==> src/rtl/spi_xfer_sequencer.sv <==
// Multi-byte SPI transfer sequencer: host register slave plus a bus master that drives the
// byte-level SPI peripheral. Optional irq output and CTRL.IRQ_EN under SPI_XFER_SEQUENCER_IRQ_EN.
module spi_xfer_sequencer #(
  parameter logic [31:0] ADDR     = 32'hd100,
  parameter logic [31:0] SPI_ADDR = 32'hd000
) (
  input  logic        clk,
  input  logic        rst,
  input  logic [31:0] addr,
  input  logic [31:0] wdata,
  input  logic [3:0]  wmask,
  input  logic        wen,
  input  logic        ren,
  output logic [31:0] rdata,
  output logic        ready,
  output logic        active,
`ifdef SPI_XFER_SEQUENCER_IRQ_EN
  output logic        irq,
`endif
  output logic [31:0] m_addr,
  output logic [31:0] m_wdata,
  output logic [3:0]  m_wmask,
  output logic        m_wen,
  output logic        m_ren,
  input  logic [31:0] m_rdata,
  input  logic        m_ready
);
  typedef enum logic [3:0] {
    IDLE, WR_DATA, WR_START, POLL_FIN, RD_DATA, WR_STOP, POLL_IDLE, NEXT, WR_CSOFF, FIN
  } state_t;
  state_t state;

  logic [31:0]     prev_addr, aw, bmask;
  logic            hit_ctrl, hit_div, hit_stat, hit_buf0, hit_buf1;
  logic [7:0][7:0] tx, rx;
  logic [29:0]     div;
  logic [2:0]      len;
  logic            hold_cs, irq_en, busy, done, wr_ok, go;
  logic [3:0]      cnt;
  logic            unused_ok;

  assign aw       = {addr[31:2], 2'b00};
  assign hit_ctrl = aw == ADDR;
  assign hit_div  = aw == ADDR + 32'h4;
  assign hit_stat = aw == ADDR + 32'h8;
  assign hit_buf0 = aw == ADDR + 32'h10;
  assign hit_buf1 = aw == ADDR + 32'h14;
  assign active   = hit_ctrl | hit_div | hit_stat | hit_buf0 | hit_buf1;
  assign ready    = addr == prev_addr;
  assign wr_ok    = wen & ~busy;
  assign go       = wr_ok & hit_ctrl & wmask[0] & wdata[0];
  assign bmask    = {{8{wmask[3]}}, {8{wmask[2]}}, {8{wmask[1]}}, {8{wmask[0]}}};
  assign m_wmask  = 4'hF;
  assign unused_ok = ^{ren, m_rdata[31:16], m_rdata[7:2], bmask[31:30]};

  always_comb begin
    rdata = '0;
    if (hit_ctrl)      rdata = {24'b0, irq_en, len, 2'b0, hold_cs, 1'b0};
    else if (hit_div)  rdata = {2'b0, div};
    else if (hit_stat) rdata = {24'b0, cnt, 2'b0, done, busy};
    else if (hit_buf0) rdata = rx[3:0];
    else if (hit_buf1) rdata = rx[7:4];
  end

  // Host-writable configuration; frozen while a transfer is running.
  always_ff @(posedge clk or posedge rst) begin
    if (rst) begin
      prev_addr <= '0;
      len       <= '0;
      hold_cs   <= 1'b0;
      div       <= '0;
      tx        <= '0;
    end else begin
      prev_addr <= addr;
      if (wr_ok) begin
        if (hit_ctrl && wmask[0]) begin
          len     <= wdata[6:4];
          hold_cs <= wdata[1];
        end
        if (hit_div) div <= (div & ~bmask[29:0]) | (wdata[29:0] & bmask[29:0]);
        for (int b = 0; b < 4; b++) begin
          if (hit_buf0 && wmask[b]) tx[b]   <= wdata[8*b +: 8];
          if (hit_buf1 && wmask[b]) tx[b+4] <= wdata[8*b +: 8];
        end
      end
    end
  end

`ifdef SPI_XFER_SEQUENCER_IRQ_EN
  always_ff @(posedge clk or posedge rst) begin
    if (rst) begin
      irq_en <= 1'b0;
      irq    <= 1'b0;
    end else begin
      if (wr_ok && hit_ctrl && wmask[0]) irq_en <= wdata[7];
      irq <= go ? 1'b0 : (done & irq_en);
    end
  end
`else
  assign irq_en = 1'b0;
`endif

  // Each state owns one master access; the next access is set up on the m_ready cycle.
  always_ff @(posedge clk or posedge rst) begin
    if (rst) begin
      state   <= IDLE;
      busy    <= 1'b0;
      done    <= 1'b0;
      cnt     <= '0;
      rx      <= '0;
      m_addr  <= SPI_ADDR;
      m_wdata <= '0;
      m_wen   <= 1'b0;
      m_ren   <= 1'b0;
    end else begin
      case (state)
        IDLE: if (go) begin
          busy    <= 1'b1;
          done    <= 1'b0;
          cnt     <= '0;
          state   <= WR_DATA;
          m_addr  <= SPI_ADDR + 32'h8;
          m_wdata <= {24'b0, tx[0]};
          m_wen   <= 1'b1;
        end
        WR_DATA: if (m_ready) begin
          state   <= WR_START;
          m_addr  <= SPI_ADDR + 32'h4;
          m_wdata <= {div, 2'b11};
        end
        WR_START: if (m_ready) begin
          state  <= POLL_FIN;
          m_addr <= SPI_ADDR;
          m_wen  <= 1'b0;
          m_ren  <= 1'b1;
        end
        POLL_FIN: if (m_ready && m_rdata[0]) begin
          state  <= RD_DATA;
          m_addr <= SPI_ADDR + 32'h8;
        end
        RD_DATA: if (m_ready) begin
          rx[cnt[2:0]] <= m_rdata[15:8];
          state   <= WR_STOP;
          m_addr  <= SPI_ADDR + 32'h4;
          m_wdata <= {div, 2'b10};
          m_ren   <= 1'b0;
          m_wen   <= 1'b1;
        end
        WR_STOP: if (m_ready) begin
          state  <= POLL_IDLE;
          m_addr <= SPI_ADDR;
          m_wen  <= 1'b0;
          m_ren  <= 1'b1;
        end
        POLL_IDLE: if (m_ready && !m_rdata[1]) begin
          state <= NEXT;
          m_ren <= 1'b0;
        end
        NEXT: begin
          cnt <= cnt + 4'd1;
          if (cnt[2:0] == len) begin
            if (hold_cs) state <= FIN;
            else begin
              state   <= WR_CSOFF;
              m_addr  <= SPI_ADDR + 32'h4;
              m_wdata <= {div, 2'b00};
              m_wen   <= 1'b1;
            end
          end else begin
            state   <= WR_DATA;
            m_addr  <= SPI_ADDR + 32'h8;
            m_wdata <= {24'b0, tx[cnt[2:0] + 3'd1]};
            m_wen   <= 1'b1;
          end
        end
        WR_CSOFF: if (m_ready) begin
          state <= FIN;
          m_wen <= 1'b0;
        end
        FIN: begin
          busy  <= 1'b0;
          done  <= 1'b1;
          state <= IDLE;
        end
        default: state <= IDLE;
      endcase
    end
  end
endmodule
==> config.mk <==
export PLATFORM = sky130hd
export DESIGN_NAME = spi_xfer_sequencer
export DESIGN_NICKNAME = d
export VERILOG_FILES = /design/src/rtl/spi_xfer_sequencer.sv
export SDC_FILE = /design/constraint.sdc
export NUM_CORES = 1
export LEC_CHECK = 0
export BUFFER_PORTS_ARGS = -buffer_cell sky130_fd_sc_hd__clkbuf_2
export CAP_MARGIN = 20
export CORE_MARGIN = 1.5
export CORE_UTILIZATION = 56
export CTS_CLUSTER_DIAMETER = 30
export DETAILED_ROUTE_END_ITERATION = 8
export PLACE_DENSITY = 0.8
export RECOVER_POWER = 100
export SKIP_LAST_GASP = 1
export SLEW_MARGIN = 25
export SYNTH_ARGS = -nofsm -noshare
export SYNTH_HDL_FRONTEND = slang
export SYNTH_SLANG_ARGS = --single-unit
==> constraint.sdc <==
create_clock -name clk -period 9.43 [get_ports clk]
set_input_delay 1.4145 -clock clk [delete_from_list [all_inputs] [get_ports clk]]
set_output_delay 1.4145 -clock clk [all_outputs]
set_load 0.02 [all_outputs]
**Yosys cells after proc, flatten, opt, wreduce, memory -nomap -nowiden**

Index checks and enable logic that the tools add are counted.

- Add/sub/neg operators: 2
- $mul: 0
- Divide/modulo/power cells: 0
- $lt $le $gt $ge: 3
- Eq/ne operators: 28
- Shifts and indexed selects: 0
- Muxes and demuxes: 47
- Bitwise gates (word level): 13
- Reduce and logical (&&, ||, !) cells: 41

Operators by type and width:

| operator | count |
|---|---|
| $mux W32 | 16 |
| $pmux W32 S5 | 1 |
| $eq A30 B14 Y1 const B | 5 |
| $pmux W32 S4 | 1 |
| $bwmux W64 | 1 |
| $and A30 B30 Y30 | 2 |
| $mux W4 | 10 |
| $pmux W4 S9 | 1 |
| $eq A32 B32 Y1 | 1 |
| $not A30 Y30 | 1 |
| $or A30 B30 Y30 | 1 |
| $reduce_and A2 Y1 | 13 |
| $bmux W8 S3 | 1 |
| $demux W8 S3 | 1 |
| $eq A4 B3 Y1 const B | 4 |
| $mux W8 | 2 |
| $ne A2 B2 Y1 const B | 8 |
| $logic_and A1 B1 Y1 | 12 |
| $reduce_and A5 Y1 | 2 |
| $eq A4 B2 Y1 const B | 2 |
| $eq A4 B4 Y1 const B | 2 |
| $lt A3 B4 Y1 const B | 2 |
| $mux W1 | 8 |
| $pmux W4 S2 | 1 |
| 24 further kinds | 36 |

- Register bits after elaboration: 270
- Bits in latches: 0
- RAM bits: 0
- Memory bits (read-only): 0
- Output and inout bits: 104
- Word-level logic and storage cells: 162
- Memories: 0

**Longest topological paths before layout**

Gate-level depths: netlist (run 1).

- Word-level depth: 7
- Gate-level depth with buffers: 8

**Worst setup path after synthesis (run 1)**

No wires, ideal clock.

- Path kind: input to output
- From: input addr[18]
- To: output rdata[10]
- Arrival: 3.078 ns
- Data required time: 8.016 ns
- Setup slack: 4.937 ns
- Stages: 7
- Buffers on the path: 2
- Path through: nor4_1 -> nand4_1 -> nand4bb_1 -> buf_2 -> nor3b_2 -> buf_2 -> o2bb2ai_1

- Longest elaborated chain between the ends: 6

RTL lines:

| item | RTL line | source |
|---|---|---|
| start, declared | 9 | `input logic [31:0] addr,` |
| $eq A30 B14 Y1 | 47 | `assign hit_buf1 = aw == ADDR + 32'h14;` |
| $mux W32 | 62 | `else if (hit_buf1) rdata = rx[7:4];` |
| $mux W32 | 61 | `else if (hit_buf0) rdata = rx[3:0];` |
| $mux W32 | 60 | `else if (hit_stat) rdata = {24'b0, cnt, 2'b0, done, busy};` |
| $mux W32 | 59 | `else if (hit_div) rdata = {2'b0, div};` |
| $mux W32 (*) | 58 | `if (hit_ctrl) rdata = {24'b0, irq_en, len, 2'b0, hold_cs, 1'b0};` |
| end, declared | 14 | `output logic [31:0] rdata,` |

Mark *: on every way between the ends. The rest lies on a longest branch, timed or not.

**Final worst setup path (run 1)**

- From: input addr[2]
- To: output rdata[2]

Same word-level chain as after synthesis.

==> results of run 1 <==
==> cells in the final DEF (no fill, tap or decap), types with 7 or more instances in the layout <==
master,Yosys,routed
sky130_fd_sc_hd__clkinv_2,0,8
sky130_fd_sc_hd__clkbuf_1,17,105
sky130_fd_sc_hd__mux2_1,2,7
sky130_fd_sc_hd__conb_1,2,34
sky130_fd_sc_hd__o2bb2ai_1,24,24
sky130_fd_sc_hd__xor2_1,36,36
sky130_fd_sc_hd__inv_1,35,34
sky130_fd_sc_hd__o22ai_1,11,11
sky130_fd_sc_hd__mux4_2,8,8
sky130_fd_sc_hd__clkbuf_8,0,8
sky130_fd_sc_hd__nand3_1,15,15
sky130_fd_sc_hd__nor2_1,26,26
sky130_fd_sc_hd__dfrtp_1,240,240
sky130_fd_sc_hd__nor4_1,14,17
sky130_fd_sc_hd__a21oi_1,9,9
sky130_fd_sc_hd__mux2_2,168,167
sky130_fd_sc_hd__mux2i_1,86,86
sky130_fd_sc_hd__nand2_1,45,45
sky130_fd_sc_hd__o21ai_0,11,10
sky130_fd_sc_hd__clkbuf_16,0,48
sky130_fd_sc_hd__clkbuf_2,0,51
==> power breakdown <==
part | internal (mW) | switching [mW]
clock network | 1.14 | 0.566
registers | 1.13 | 0.102
logic | 0.292 | 0.397
total | 2.56 | 1.07
==> per-stage QoR <==
stage          setup slack [ps]  cell area [um^2]  std cells  power (mW)
2_1_floorplan              1430             11600        926        1.80
3_3_place_gp               4460             12300       1283        1.91
3_5_place_dp               4360             12300       1283        1.93
4_1_cts                    4350             14000       1371        3.65
5_1_grt                    2550             13800       1371        3.76
6_report                   2750             13800       1371        3.63
==> layout make-up <==
cell class              count  area [um^2]
fillers                  1452         6360
flip-flops and latches    240         6010
multi-input cells         578         4980
clock buffers              59         1320
repair buffers            159          687
clock inverters            29          343
well taps                 270          338
inverters                  36          136
==> cell families (layout without fill, tap and decap cells) <==
| kind of cell | count (synthesis) | after routing |
|---|---|---|
| XOR/XNOR | 41 | 41 |
| AO/OA/AOI/OAI | 89 | 89 |
| multiplexers | 270 | 270 |
| flip-flops | 240 | 240 |
| AND/OR/NAND/NOR | 143 | 143 |
| adder cells (fa/ha/maj) | 1 | 1 |
| buffers and inverters | 108 | 283 |
| other | 2 | 34 |
==> per-layer routing <==
metal  part of all wire, %  global-route usage [%]
met2                    49                    44.6
met4                   3.2                    11.5
met3                   6.2                    4.81
met1                    42                    36.3
met5                     0                       0
==> worst min path at each step <==
stage	start	to	slack [ps]	cells past startpoint
6_report	m_wdata[0]	m_wdata[0]	480	1
5_1_grt	m_wdata[0]	m_wdata[0]	500	1
4_1_cts	m_wdata[1]	m_wdata[1]	490	1
3_5_place_dp	m_wdata[1]	m_wdata[1]	480	1
3_3_place_gp	m_wdata[1]	m_wdata[1]	470	1
2_1_floorplan	tx[32]	tx[32]	470	1
==> results.py, run 1 <==
metrics = {
    "route": {
        "detail_route.iter0.violations": 520,
        "postRouteWirelength_mm": 29.1,
        "wl_per_cell_um": 21.2,
        "num_vias": 8090,
        "vias_per_cell": 5.90,
        "dr.pass1.iters": 5,
        "detail_route.drc_violations": 0,
        "antenna_violating_nets_post_route": 0,
    },
    "finish": {
        "antenna-diode-count": 0,
        "areaGrowthSynthToFinish_pct": 20.1,
        "layout.nets": 1169,
        "final_core_utilization_pct": 68.5,
        "drive_above_1_share_pct": 29.4,
    },
    "yosys": {
        "ys_top_cells_by_count": "sky130_fd_sc_hd__dfrtp_1 (240), sky130_fd_sc_hd__mux2_2 (168), sky130_fd_sc_hd__mux2i_1 (86), sky130_fd_sc_hd__nand2_1 (45), sky130_fd_sc_hd__xor2_1 (36)",
        "sequential_element_share_of_the_synthesized_area_pct": 52.2,
        "synthCells": 894,
        "synthSimpleGateAreaFrac_pct": 6.79,
        "synth_top_family_by_area": "multiplexers",
        "post-synth-top-count-cell": "sky130_fd_sc_hd__dfrtp_1",
        "adder_cell_area_share_of_the_yosys_netlist_pct": 0.109,
        "synth_top_cell_area_share_pct": 52.2,
        "synth-main-ff-cell": "sky130_fd_sc_hd__dfrtp_1",
        "post_synthesis_xor_xnor_area_fraction_pct": 3.19,
        "synth_edf_count": 0,
        "synth_warnings": 0,
        "synth.mux.area_fraction_pct": 26.7,
        "netlist.top_cell.by_area": "sky130_fd_sc_hd__dfrtp_1",
        "synth_async_sr_flop_share_pct": 100,
        "ys_types": 64,
        "compound_cell_area_share_of_the_yosys_netlist_pct": 5.80,
        "synthTopCellsByArea": "sky130_fd_sc_hd__dfrtp_1 (52%), sky130_fd_sc_hd__mux2_2 (16%), sky130_fd_sc_hd__mux2i_1 (7.5%), sky130_fd_sc_hd__xor2_1 (2.7%), sky130_fd_sc_hd__buf_4 (2.3%)",
        "syn-mean-instance-area_um2": 12.9,
        "postSynthRegisterBits": 240,
        "syn_area_mm2": 0.0115,
    },
    "floorplan": {
        "dieArea_mm2": 0.0214,
        "chipWidth_um": 146,
        "die_height_um": 146,
        "core.rowCount": 52,
        "floorplan.io_pins": 209,
        "initial_core_util_pct": 57.0,
        "fp.coreArea_mm2": 0.0202,
    },
    "critical_path": {
        "worst_setup_path_startpoint": "addr[2]",
        "critPathCapture": "rdata[2]",
        "critical_path.n_buffers_inverters": 4,
        "timing.critical_path.arrival_ps": 5260,
        "reg2reg_depth": 6,
        "worst-path-stages": 6,
        "critical_path_cell_by_cell": "clkbuf_2, clkbuf_1, nor3b_1, clkbuf_1, o2bb2ai_1, clkbuf_1",
        "cpPeakStageDelay_ps": 1990,
        "cp_common_cell": "sky130_fd_sc_hd__clkbuf_1",
        "reg2reg_slack_ps": 5630,
        "cpLargestDelayFamily": "buffers and inverters",
        "r2r-end": "m_wdata[7]",
        "cp_slowest_cell": "sky130_fd_sc_hd__clkbuf_1",
        "setup.worst_path.end_class": "output port",
        "path_max_fanout": 42,
        "setup.worst_path.start_class": "input pin",
        "worstPathRequired_ps": 8020,
        "critical_path.reg2reg.startpoint": "busy",
        "criticalPathCategory": "in -> out",
    },
    "grt": {
        "grt_antenna_before_repair": 0,
        "grt_remaining_overflow": 0,
        "grt_pass1_vias": 8145,
        "grt_start_max_net_pins": 93,
        "track_usage_pct": 27.3,
        "grt_pass1_wl_mm": 45.2,
    },
    "timing": {
        "final_hold_viol_count": 0,
        "report.final.slew_viol_count": 136,
        "fin_crit_sh_pct": 70.8,
        "clock_period_minus_final_worst_setup_slack_ps": 6680,
        "worst_clock_skew_ps": 31.0,
        "max_slew.worst_pin.slew_ps": 4010,
        "unrepaired_setup_endpoints_after_global_routing": "no",
        "whs_ps": 481,
        "relSlewSlack_pct": -169,
        "setup_tns_ps": 0,
        "maximum_clock_rate_mhz": 150,
        "report.final.setup_viol": 0,
    },
    "power_and_ir_drop": {
        "pwr_density_cell_mw_per_mm2": 263,
        "ir_drop_uv": 187,
        "cellLeakagePower_nw": 6.57,
    },
    "clock_network": {
        "numClockSinks": 240,
        "cts.path.max_buffers": 3,
        "tritoncts.num_buffers": 48,
        "insertion_delay_ps": 560,
        "clock-root-buffer": "sky130_fd_sc_hd__clkbuf_16",
        "worst_setup_hold_path_clk_slew_ps": 40,
        "holdBufCountCts": 0,
        "ctsResizeCount": 0,
        "clock_tree.htree_level_count": 2,
        "post-cts-setup-buffers": 0,
        "tritoncts": "built",
    },
    "outcome": {
        "run_status": "finished with violations",
        "violations": "max-capacitance violations, max-slew violations",
    },
    "placement": {
        "detailed_place_hpwl_mm": 19.5,
        "placement.io_buffers": 151,
        "weighted_congestion_reported_at_the_end_of_routability_driven_placement": 0.933,
    },
    "flow_run": {
        "cap_viol_max_count": 2,
    },
    "min_path": {
        "class_of_the_worst_hold_path": "reg -> reg",
    },
}
(Power assumes the default switching activity.)
==> inputs of run 2 (changes only) <==
==> constraint.sdc (replaced) <==
create_clock -name clk -period 6.2 [get_ports clk]
set_input_delay 0.93 -clock clk [delete_from_list [all_inputs] [get_ports clk]]
set_output_delay 0.93 -clock clk [all_outputs]
set_load 0.02 [all_outputs]
==> run 2 against run 1 <==
  * The run still ends with max-capacitance violations, max-slew violations left
  * Via count down 2.1%
  * Hold slack better by 16 ps
  * Count of clock-buffer cells in the layout down 7
  * Final cell count down 0.88%
  * Sequential power up 52%
  * Die area unchanged
  * Critical path type is now in -> reg
  * Largest cell class unchanged
==> results.py, run 2 (same netlist as run 1, synthesis figures left out) <==
metrics = {
    "finish": {
        "layout.cells.non_filler": 1359,
        "layout.nets": 1163,
        "layout_commonest_cell": "sky130_fd_sc_hd__dfrtp_1",
        "areaGrowthSynthToFinish_pct": 18.7,
        "layout_common_cells": "sky130_fd_sc_hd__dfrtp_1 (240), sky130_fd_sc_hd__mux2_2 (166), sky130_fd_sc_hd__clkbuf_1 (107)",
        "drive_above_1_share_pct": 28.5,
        "antenna-diode-count": 0,
        "finish.instance_area_mm2": 0.0137,
        "final.fill_count": 1476,
    },
    "timing": {
        "fin_crit_sh_pct": 78.4,
        "setup_tns_ps": 0,
        "clock_period_minus_final_worst_setup_slack_ps": 4860,
        "whs_ps": 498,
        "unrepaired_setup_endpoints_after_global_routing": "no",
        "relSlewSlack_pct": -25.5,
        "worst_clock_skew_ps": 28.6,
        "final_hold_viol_count": 0,
        "maximum_clock_rate_mhz": 206,
        "report.final.slew_viol_count": 42,
        "max_slew.worst_pin.slew_ps": 1870,
        "report.final.setup_viol": 0,
    },
    "power_and_ir_drop": {
        "cellLeakagePower_nw": 6.50,
        "seqPwrFrac_pct": 35.2,
        "ir_drop_uv": 283,
        "switchingPower_mw": 1.55,
        "part_of_the_total_power_dissipated_in_combinational_logic_pct": 19.6,
        "power.share.switching_pct": 29.2,
        "power.internal_mw": 3.77,
        "pwr_density_cell_mw_per_mm2": 390,
        "clock_power_share_pct": 45.2,
    },
    "clock_network": {
        "insertion_delay_ps": 540,
        "tritoncts": "built",
        "clock-root-buffer": "sky130_fd_sc_hd__clkbuf_16",
        "tritoncts.num_buffers": 42,
        "post-cts-setup-buffers": 0,
        "clock_tree.htree_level_count": 2,
        "numClockSinks": 240,
        "cts.path.max_buffers": 3,
        "ctsResizeCount": 0,
        "worst_setup_hold_path_clk_slew_ps": 50,
        "holdBufCountCts": 0,
    },
    "placement": {
        "area_after_dpl_mm2": 0.0123,
        "placement.io_buffers": 151,
        "detailed_place_hpwl_mm": 19.6,
        "dp_cells": 1283,
        "weighted_congestion_reported_at_the_end_of_routability_driven_placement": 0.906,
    },
    "critical_path": {
        "path_max_fanout": 42,
        "timing.critical_path.arrival_ps": 5260,
        "criticalPathCategory": "in -> reg",
        "worstPathRequired_ps": 6600,
        "setup.worst_path.start_class": "input pin",
        "setup.worst_path.end_class": "register",
    },
    "flow_run": {
        "cap_viol_max_count": 1,
    },
    "grt": {
        "track_usage_pct": 27.0,
        "grt_antenna_before_repair": 0,
        "grt_start_max_net_pins": 138,
        "grt_pass1_wl_mm": 44.8,
        "grt_pass1_vias": 8154,
        "grt_remaining_overflow": 0,
    },
    "floorplan": {
        "core.rowCount": 52,
        "fp.coreArea_mm2": 0.0202,
        "dieArea_mm2": 0.0214,
        "floorplan.io_pins": 209,
        "die_height_um": 146,
        "initial_core_util_pct": 57.0,
        "chipWidth_um": 146,
    },
    "route": {
        "postRouteWirelength_mm": 28.6,
        "wl_per_cell_um": 21.0,
        "antenna_violating_nets_post_route": 0,
        "detail_route.drc_violations": 0,
        "detail_route.iter0.violations": 370,
        "num_vias": 7918,
        "dr.pass1.iters": 5,
        "vias_per_cell": 5.83,
    },
    "outcome": {
        "run_status": "finished with violations",
        "violations": "max-capacitance violations, max-slew violations",
    },
    "min_path": {
        "class_of_the_worst_hold_path": "reg -> reg",
    },
}
-- run 2: changes by cell type in the layout (fill, tap and decap cells not counted), sizes merged --
cell      before  now
bufinv         5    7
clkinv        16   13
clkbuf       212  205
clkinvlp       6    2
-- run 2: path summary, 6_finish.rpt --
kind / slack (ps) / endpoint / cells past startpoint / start
worst max-delay path: 1340 / m_wdata[7] / 8 / addr[2]
worst min-delay path: 500 / m_wdata[3] / 1 / m_wdata[3]
worst max register to register: 1860 / m_wdata[7] / 6 / busy
worst min register to register: 500 / m_wdata[3] / 1 / m_wdata[3]
max in group asynchronous: 3810 / m_wdata[10] / 3 / rst
min in group asynchronous: 850 / tx[14] / 2 / rst
-- run 2: through the flow --
stage,worst slack (ps),util (%),power (mW)
2_1_floorplan,2120,-,2.74
3_3_place_gp,2200,61.2,2.91
3_5_place_dp,2140,61.2,2.94
4_1_cts,2120,68.6,5.36
5_1_grt,1140,67.7,5.54
6_report,1340,67.7,5.32
-- run 2: critical path, cell delays in order --
cell                       delay (ps)
sky130_fd_sc_hd__clkbuf_2          80
sky130_fd_sc_hd__buf_4            300
sky130_fd_sc_hd__nor4b_1         1160
sky130_fd_sc_hd__nand3_1          270
sky130_fd_sc_hd__nor4_1          1030
sky130_fd_sc_hd__o211a_1          220
sky130_fd_sc_hd__clkbuf_2         810
sky130_fd_sc_hd__mux2_2           420
-- run 2: layout make-up --
cell class | instances | area [um^2] | share of cell area [%]
clock inverters | 24 | 365 | 2.68
inverters | 36 | 136 | 0.999
well taps | 270 | 338 | 2.47
multi-input cells | 578 | 4980 | 36.5
clock buffers | 52 | 1130 | 8.27
repair buffers | 159 | 697 | 5.10
flip-flops and latches | 240 | 6010 | 44.0
-- run 2: per-layer routing --
| layer | vias up | part of all wire, % | track usage [%] |
|---|---|---|---|
| li1 | 3525 | - | - |
| met1 | 4049 | 42 | 35.6 |
| met2 | 274 | 49 | 44.6 |
| met3 | 70 | 5.7 | 5.06 |
| met4 | 0 | 3.3 | 10.6 |
| met5 | - | 0 | 0 |
-- run 2: power by group through the flow --
stage | clock network [mW] | logic (mW) | registers (mW)
2_1_floorplan | 0 | 0.915 | 1.83
3_3_place_gp | 0 | 1.03 | 1.88
3_5_place_dp | 0 | 1.04 | 1.89
4_1_cts | 2.43 | 1.06 | 1.87
5_1_grt | 2.51 | 1.14 | 1.89
6_report | 2.40 | 1.05 | 1.87
